$ cat config.mk
export PLATFORM = sky130hd
export DESIGN_NAME = data_ram_arbiter
export DESIGN_NICKNAME = d
export VERILOG_FILES = /design/src/rtl/data_ram_arbiter_pkg.sv /design/src/rtl/data_ram_rr_pick.sv /design/src/rtl/data_ram_arbiter.sv
export SDC_FILE = /design/constraint.sdc
export NUM_CORES = 1
export LEC_CHECK = 0
export CORE_UTILIZATION = 49
export CTS_BUF_LIST = sky130_fd_sc_hd__clkbuf_8 sky130_fd_sc_hd__clkbuf_16
export DETAILED_ROUTE_END_ITERATION = 10
export PLACE_DENSITY_LB_ADDON = 0.05
export SYNTH_ARGS = -nofsm -noshare
export SYNTH_HDL_FRONTEND = slang
export SYNTH_SLANG_ARGS = --single-unit
$ cat constraint.sdc
create_clock -name clock -period 4.2 [get_ports clock]
set_clock_uncertainty 0.15 [all_clocks]
set_input_delay 0.42 -clock clock [delete_from_list [all_inputs] [get_ports clock]]
set_output_delay 0.42 -clock clock [all_outputs]
set_load 0.02 [all_outputs]
$ cat src/rtl/data_ram_arbiter_pkg.sv
// Shared types and constants for the data RAM arbiter.
package data_ram_arbiter_pkg;

  localparam int DATA_WIDTH_DEFAULT = 32;
  localparam int MASK_WIDTH         = DATA_WIDTH_DEFAULT / 8;

  // Arbiter sequencing states; only IDLE samples new requests.
  typedef enum logic [1:0] {
    IDLE      = 2'd0,
    ACCESS    = 2'd1,
    CAPTURE   = 2'd2,
    WRITEBACK = 2'd3
  } state_t;

  // Identity of the requester currently (or last) granted.
  typedef enum logic {
    GRANT_HOST = 1'b0,
    GRANT_CORE = 1'b1
  } grant_t;

endpackage

$ cat src/rtl/data_ram_rr_pick.sv
// Two-way requester pick: fixed host priority or alternate-on-tie.
module data_ram_rr_pick
  import data_ram_arbiter_pkg::*;
#(
  parameter int HOST_PRIORITY = 0
) (
  input  logic   host_req,
  input  logic   core_req,
  input  grant_t last_grant,
  output grant_t winner
);

  // Pick the winner; a lone requester always wins, ties go by policy.
  always_comb begin
    // NOTE: default assigned first so every path drives winner and no latch is inferred.
    winner = GRANT_HOST;
    if (core_req && !host_req) begin
      winner = GRANT_CORE;
    end else if (core_req && host_req && (HOST_PRIORITY == 0) &&
                 (last_grant == GRANT_HOST)) begin
      winner = GRANT_CORE;
    end
  end

endmodule

$ cat src/rtl/data_ram_arbiter.sv
// Shares one synchronous data BlockRam between the host port and the core
// load/store path; partial-word stores become read-modify-write sequences.
module data_ram_arbiter
  import data_ram_arbiter_pkg::*;
#(
  parameter int ADDR_WIDTH    = 16,
  parameter int DATA_WIDTH    = 32,
  parameter int HOST_PRIORITY = 0
) (
  input  logic                    clock,
  input  logic                    reset_n,
  input  logic                    host_req,
  input  logic                    host_write,
  input  logic [ADDR_WIDTH-1:0]   host_address,
  input  logic [DATA_WIDTH-1:0]   host_wdata,
  input  logic [DATA_WIDTH/8-1:0] host_mask,
  output logic                    host_ack,
  output logic [DATA_WIDTH-1:0]   host_rdata,
  input  logic                    core_req,
  input  logic                    core_write,
  input  logic [ADDR_WIDTH-1:0]   core_address,
  input  logic [DATA_WIDTH-1:0]   core_wdata,
  input  logic [DATA_WIDTH/8-1:0] core_mask,
  output logic                    core_ack,
  output logic [DATA_WIDTH-1:0]   core_rdata,
  output logic [ADDR_WIDTH-1:0]   ram_address,
  output logic                    ram_write,
  output logic [DATA_WIDTH-1:0]   ram_write_data,
  input  logic [DATA_WIDTH-1:0]   ram_read_data,
  output logic                    busy
);

  localparam int MW = DATA_WIDTH / 8;

  state_t                  state;
  state_t                  state_next;
  grant_t                  last_grant;
  grant_t                  lat_grant;
  grant_t                  winner;
  logic                    lat_write;
  logic [ADDR_WIDTH-3:0]   lat_word;
  logic [DATA_WIDTH-1:0]   lat_wdata;
  logic [MW-1:0]           lat_mask;
  logic [DATA_WIDTH-1:0]   merged;
  logic [DATA_WIDTH-1:0]   merged_next;
  logic                    mask_full;
  logic                    mask_empty;
  logic                    mask_partial;
  logic                    finish;

  assign mask_full    = &lat_mask;
  assign mask_empty   = ~|lat_mask;
  assign mask_partial = !mask_full && !mask_empty;

  data_ram_rr_pick #(
    .HOST_PRIORITY (HOST_PRIORITY)
  ) u_pick (
    .host_req   (host_req),
    .core_req   (core_req),
    .last_grant (last_grant),
    .winner     (winner)
  );

  // Outputs decoded from state so reset drops ram_write in the same cycle.
  assign ram_write      = ((state == ACCESS) && lat_write && mask_full) ||
                          (state == WRITEBACK);
  assign ram_write_data = (state == WRITEBACK) ? merged : lat_wdata;
  assign ram_address    = {2'b00, lat_word};
  assign busy           = (state != IDLE);

  // Cycle in which the granted access completes; its ack fires next cycle.
  assign finish = ((state == ACCESS) && lat_write && !mask_partial) ||
                  ((state == CAPTURE) && !lat_write) ||
                  (state == WRITEBACK);

  // Byte-lane merge of store data over the word just read back.
  always_comb begin
    merged_next = ram_read_data;
    for (int i = 0; i < MW; i++) begin
      if (lat_mask[i]) begin
        merged_next[8*i +: 8] = lat_wdata[8*i +: 8];
      end
    end
  end

  // State register.
  always_ff @(posedge clock or negedge reset_n) begin
    if (!reset_n) begin
      state <= IDLE;
    end else begin
      // NOTE: non-blocking assignment keeps every flop sampling pre-edge values.
      state <= state_next;
    end
  end

  // Next-state sequencing; requests are only looked at in IDLE.
  always_comb begin
    state_next = state;
    case (state)
      IDLE:      if (host_req || core_req) state_next = ACCESS;
      ACCESS:    state_next = (!lat_write || mask_partial) ? CAPTURE : IDLE;
      CAPTURE:   state_next = lat_write ? WRITEBACK : IDLE;
      WRITEBACK: state_next = IDLE;
      default:   state_next = IDLE;
    endcase
  end

  // Grant latching, read-data capture, merge register and ack pulses.
  always_ff @(posedge clock or negedge reset_n) begin
    if (!reset_n) begin
      // NOTE: every datapath register is reset so a mid-access reset leaves clean outputs.
      last_grant <= GRANT_HOST;
      lat_grant  <= GRANT_HOST;
      lat_write  <= 1'b0;
      lat_word   <= '0;
      lat_wdata  <= '0;
      lat_mask   <= '0;
      merged     <= '0;
      host_ack   <= 1'b0;
      core_ack   <= 1'b0;
      host_rdata <= '0;
      core_rdata <= '0;
    end else begin
      host_ack <= finish && (lat_grant == GRANT_HOST);
      core_ack <= finish && (lat_grant == GRANT_CORE);
      case (state)
        IDLE: begin
          if (host_req || core_req) begin
            last_grant <= winner;
            lat_grant  <= winner;
            if (winner == GRANT_HOST) begin
              lat_write <= host_write;
              lat_word  <= host_address[ADDR_WIDTH-1:2];
              lat_wdata <= host_wdata;
              lat_mask  <= host_mask;
            end else begin
              lat_write <= core_write;
              lat_word  <= core_address[ADDR_WIDTH-1:2];
              lat_wdata <= core_wdata;
              lat_mask  <= core_mask;
            end
          end
        end
        CAPTURE: begin
          if (!lat_write) begin
            if (lat_grant == GRANT_HOST) host_rdata <= ram_read_data;
            else                         core_rdata <= ram_read_data;
          end else begin
            merged <= merged_next;
          end
        end
        default: ;
      endcase
    end
  end

endmodule

==> After elaboration in Yosys (flattened, before gate mapping) <==
Index checks and enable logic that the tools add are counted.
{ "totals": {"input_bits": 142, "wordCells": 59, "reg_bits": 152} }
{ "op_classes": {"reduce_logical": 27, "muxes": 15, "n_eq_ne": 4, "bitwise": 2} }
{ "ops": {"columns": ["cell", "count"], "rows": [
  ["32-bit 2-to-1 mux", 2],
  ["8-bit 2-to-1 mux", 4],
  ["14-bit 2-to-1 mux", 1],
  ["1-bit logical AND", 10],
  ["2-bit one-hot mux with 4 select lines", 1],
  ["2-bit 2-to-1 mux", 3],
  ["3-bit AND reduction", 2],
  ["1-bit logical OR", 5],
  ["2-bit equality test, second input constant", 2],
  ["1-bit zero test", 4],
  ["4-bit 2-to-1 mux", 1],
  ["2-bit AND reduction", 2],
  ["4-bit AND reduction", 1],
  ["4-bit OR reduction", 1],
  ["1-bit 2-to-1 mux", 3],
  ["2-bit by 1-bit equality test with 1-bit output, second input constant", 1],
  ["2-bit zero test", 1],
  ["2-bit != test, second input constant", 1],
  ["1-bit inverter", 2],
  ["2-bit nonzero test", 1]
]} }

==> Logic depth before layout (Yosys ltp) <==
{ "depth": {"word_depth": 8, "mapped_depth": 6} }

==> Modules after synthesis <==
From an unflattened synthesis, not the netlist that was laid out.
{ "hier_totals": {"cells_unflattened": 504, "area_unflattened_um2": 7364.6} }
{ "by_module_without_submodules": {"columns": ["mod", "instances", "cells_per_inst", "area_per_inst_um2"], "rows": [
  ["data_ram_arbiter", 1, 503, 7353.3],
  ["data_ram_rr_pick", 1, 1, 11.3]
]} }

==> Worst setup path after synthesis <==
OpenSTA, ideal clock, no wires.
{ "synth_timing": {"kind": "register -> output", "start": "register state[1]", "end": "output ram_write_data[10]", "path_slack_ns": 2.365, "t_arrival_ns": 1.265, "path_buffers": 2, "path_stages_with_launch": 5, "path_cell_list": "dfrtp_1 > buf_2 > nand2_1 > buf_2 > mux2_1"} }
{ "synth_via": {"elab_chain_len": 2} }
{ "synth_rtl": {"columns": ["item", "line", "rtl"], "rows": [
  ["start: declaration", "data_ram_arbiter.sv:35", "state_t state;"],
  ["start signal: assignment", "data_ram_arbiter.sv:92", "state <= state_next;"],
  ["2-bit equality test", "data_ram_arbiter.sv:67", "assign ram_write_data = (state == WRITEBACK) ? merged : lat_wdata;"],
  ["32-bit 2-to-1 mux", "data_ram_arbiter.sv:67", null],
  ["end: declaration", "data_ram_arbiter.sv:28", "output logic [DATA_WIDTH-1:0] ram_write_data,"]
]} }
Every way passes these cells.

==> Worst setup path after layout <==
{ "layout_timing": {"start": "register state[0]", "end": "output ram_write_data[28]"} }
The elaborated chain is that of the path after synthesis.

==> metrics.txt <==
post-synth cell types 30; clock power share 19.9%; Remaining DRCs 0; IO Pins 258; crit path kind flip-flop to output port; DPL Wire Length 12400 um; Mean Syn Cell Area 14.4 um^2; vias 4931; routed len/inst 18.5 um; Finished Cell Area 10500 um^2; commonest non-fill, non-tap cell in the layout clkdlybuf4s50_1; clk sinks 152; final-report max-slew violation count 0; Buf/Inv on CP 1; Critical Path End Type output port; reg2reg setup slack 1.80 ns; hold_sp merged[8]; met3 WL 1240 um; largest net degree at the start of global routing 86; switching pwr 0.00298 W; slew margin rel. 30.5%; Die X 124 um; GRT overflow 0; f_max 311 MHz; metal1 wirelength 7240 um; Ys Warns 0; share of cells above drive strength 1 19.2%; setup TNS 0 ns; CP max-delay cell nand2_2; Final Util 72.5%; hold-critical path depth 2; CP cell instances nand2_2, mux2_1, clkdlybuf4s50_1; Starting Density 50.1%; Period minus WS final 3.22 ns; gr usage total 23.9%; Least-Margin Pin Slew 1.04 ns; worst hold path endpoint merged[8]; Std-Cell Rows 44; dpl cells 914; ANT cells 0; Clock Tree Root clkbuf_16; TritonRoute pass-1 iters 5; Worst Reg2Reg Path Length in Cells 4; Core Region 14500 um^2; post-synthesis sequential area ratio 52.5%; Most used DFF post-synth dfrtp_1; die area 15300 um^2; antenna viol nets, final 0; P_int 0.00545 W; first-pass GRT wire length 26900 um; Final Setup Violations 0; uppermost layer routed met4; Cells after Synth 505; Async SR Flop Fraction 100%; CP Launch Type flip-flop; P per Cell Area 803 nW/um^2; required time worst endpoint 3.63 ns; clk buf depth 2; gpl congestion 0.718; Clock transition at path regs 0.06 ns; htree depth 4; fin crit share 76.6%; commonest non-fill, non-tap cells in the layout clkdlybuf4s50_1 (250), dfrtp_1 (152), mux2_1 (97); Num CTS Buffers 17; vias in the first global route 5200; status finished, final reports clean; Comb power frac 47.5%; fin cells 945; r2r startpoint lat_grant; CP delay by family, top simple AND/OR/NAND/NOR gates; routed length on met2 8760 um; VDD IR max 0.379 mV; synthesized flop and latch total 152; Post-layout nets 892; sequential fraction of design power 32.6%; maxcap violations 0; # port buffers 251; data arrival time of the critical path 2.65 ns; Post-CTS Setup Bufs 0; antenna violations before repair 0; RSZ-0062 raised after global routing no; DRT iter0 DRCs 198; Via density 5.22; CP max stage delay 0.60 ns; RR Endpoint lat_word[8]; Cell Area, Synth 7250 um^2; Hold Vio Cnt, Final 0; CTS tree built; CP max FO 32; clk_lat worst skew 0.42 ns; Routed WL 17500 um; Net Sw Frac 35.3%; number of synthesized flops with an enable pin 0; area delta synth->final 44.8%; Hold Path Class flip-flop to flip-flop; die height 124 um; Static Leak 4.60 nW; DP Area 9830 um^2
==> how the worst max path moves through the flow <==
stage	start	to	slack (ns)	cells after the start
floorplan	state[1]	ram_write_data[10]	2.37	4
global placement	host_req	lat_wdata[1]	1.34	5
detailed placement	host_req	lat_word[8]	1.29	5
CTS	state[0]	ram_write_data[28]	0.95	3
global route	state[0]	ram_write_data[0]	0.85	3
finish	state[0]	ram_write_data[28]	0.98	3
==> per-stage QoR <==
step	total power [W]	setup WS [ns]	hold WS, ns
finish	0.00843	0.984	0.326
global route	0.00890	0.853	0.346
CTS	0.00850	0.949	0.334
detailed placement	0.00680	1.29	0.321
global placement	0.00664	1.34	0.310
floorplan	0.00498	2.37	-0.0256
==> power by group through the flow <==
stage               Clock [W]  Sequential, W  Combinational [W]
finish                0.00168        0.00275            0.00400
global route          0.00176        0.00286            0.00427
CTS                   0.00170        0.00275            0.00405
detailed placement          0        0.00277            0.00403
global placement            0        0.00270            0.00395
floorplan                   0        0.00305            0.00193
==> state kept, by name, summed over array words and instances (netlist names) <==
| name | flops |
|---|---|
| state | 2 |
| lat_grant | 1 |
| lat_mask | 4 |
| lat_write | 1 |
| host_rdata | 32 |
| core_rdata | 32 |
| merged | 32 |
| lat_wdata | 32 |
| core_ack | 1 |
| host_ack | 1 |
| lat_word | 14 |
==> routing by layer <==
| layer | vias up | GRT usage (%) |
|---|---|---|
| li1 | 2284 | - |
| met1 | 2456 | 28.4 |
| met2 | 174 | 40.4 |
| met3 | 17 | 7.42 |
| met4 | 0 | 9.41 |
| met5 | - | 0 |
==> layout make-up <==
class / instances / area [um^2]
inverters: 1 / 3.75
fillers: 1007 / 3990
multi-input cells: 317 / 3200
flip-flops and latches: 152 / 3800
clock inverters: 9 / 170
clock buffers: 21 / 480
well taps: 184 / 230
repair buffers: 261 / 2600
==> synth_stat cells (all sizes together), types with 2 or more instances <==
cell type	number	area, um^2
a21oi	2	10.0
buf	30	238
clkbuf	6	22.5
dfrtp	152	3800
mux2	198	2420
mux2i	33	330
nand2	34	128
nor3	2	10.0
o21ai	34	174
==> worst reg2reg max path: cells and delay by family (launching register included) <==
kind / cells / cell delay [ns]
compound gates: 1 / 0.70
buf+inv: 1 / 0.36
mux: 2 / 0.58
flops: 1 / 0.49
==> logic make-up after synthesis <==
family | count (synthesis) | share of synthesized area, %
multiplexers | 231 | 37.9
buffers and inverters | 37 | 3.64
other | 1 | 0.0517
flip-flops | 152 | 52.5
AND/OR/NAND/NOR | 45 | 3.04
AO/OA/AOI/OAI | 39 | 2.87
==> timing repair <==
action                    4_1_cts  5_1_grt
hold endpoints to repair       83        0
gates resized for setup         0        0
hold buffers                    1        0
Note: power is estimated with default switching activity, not from simulation.
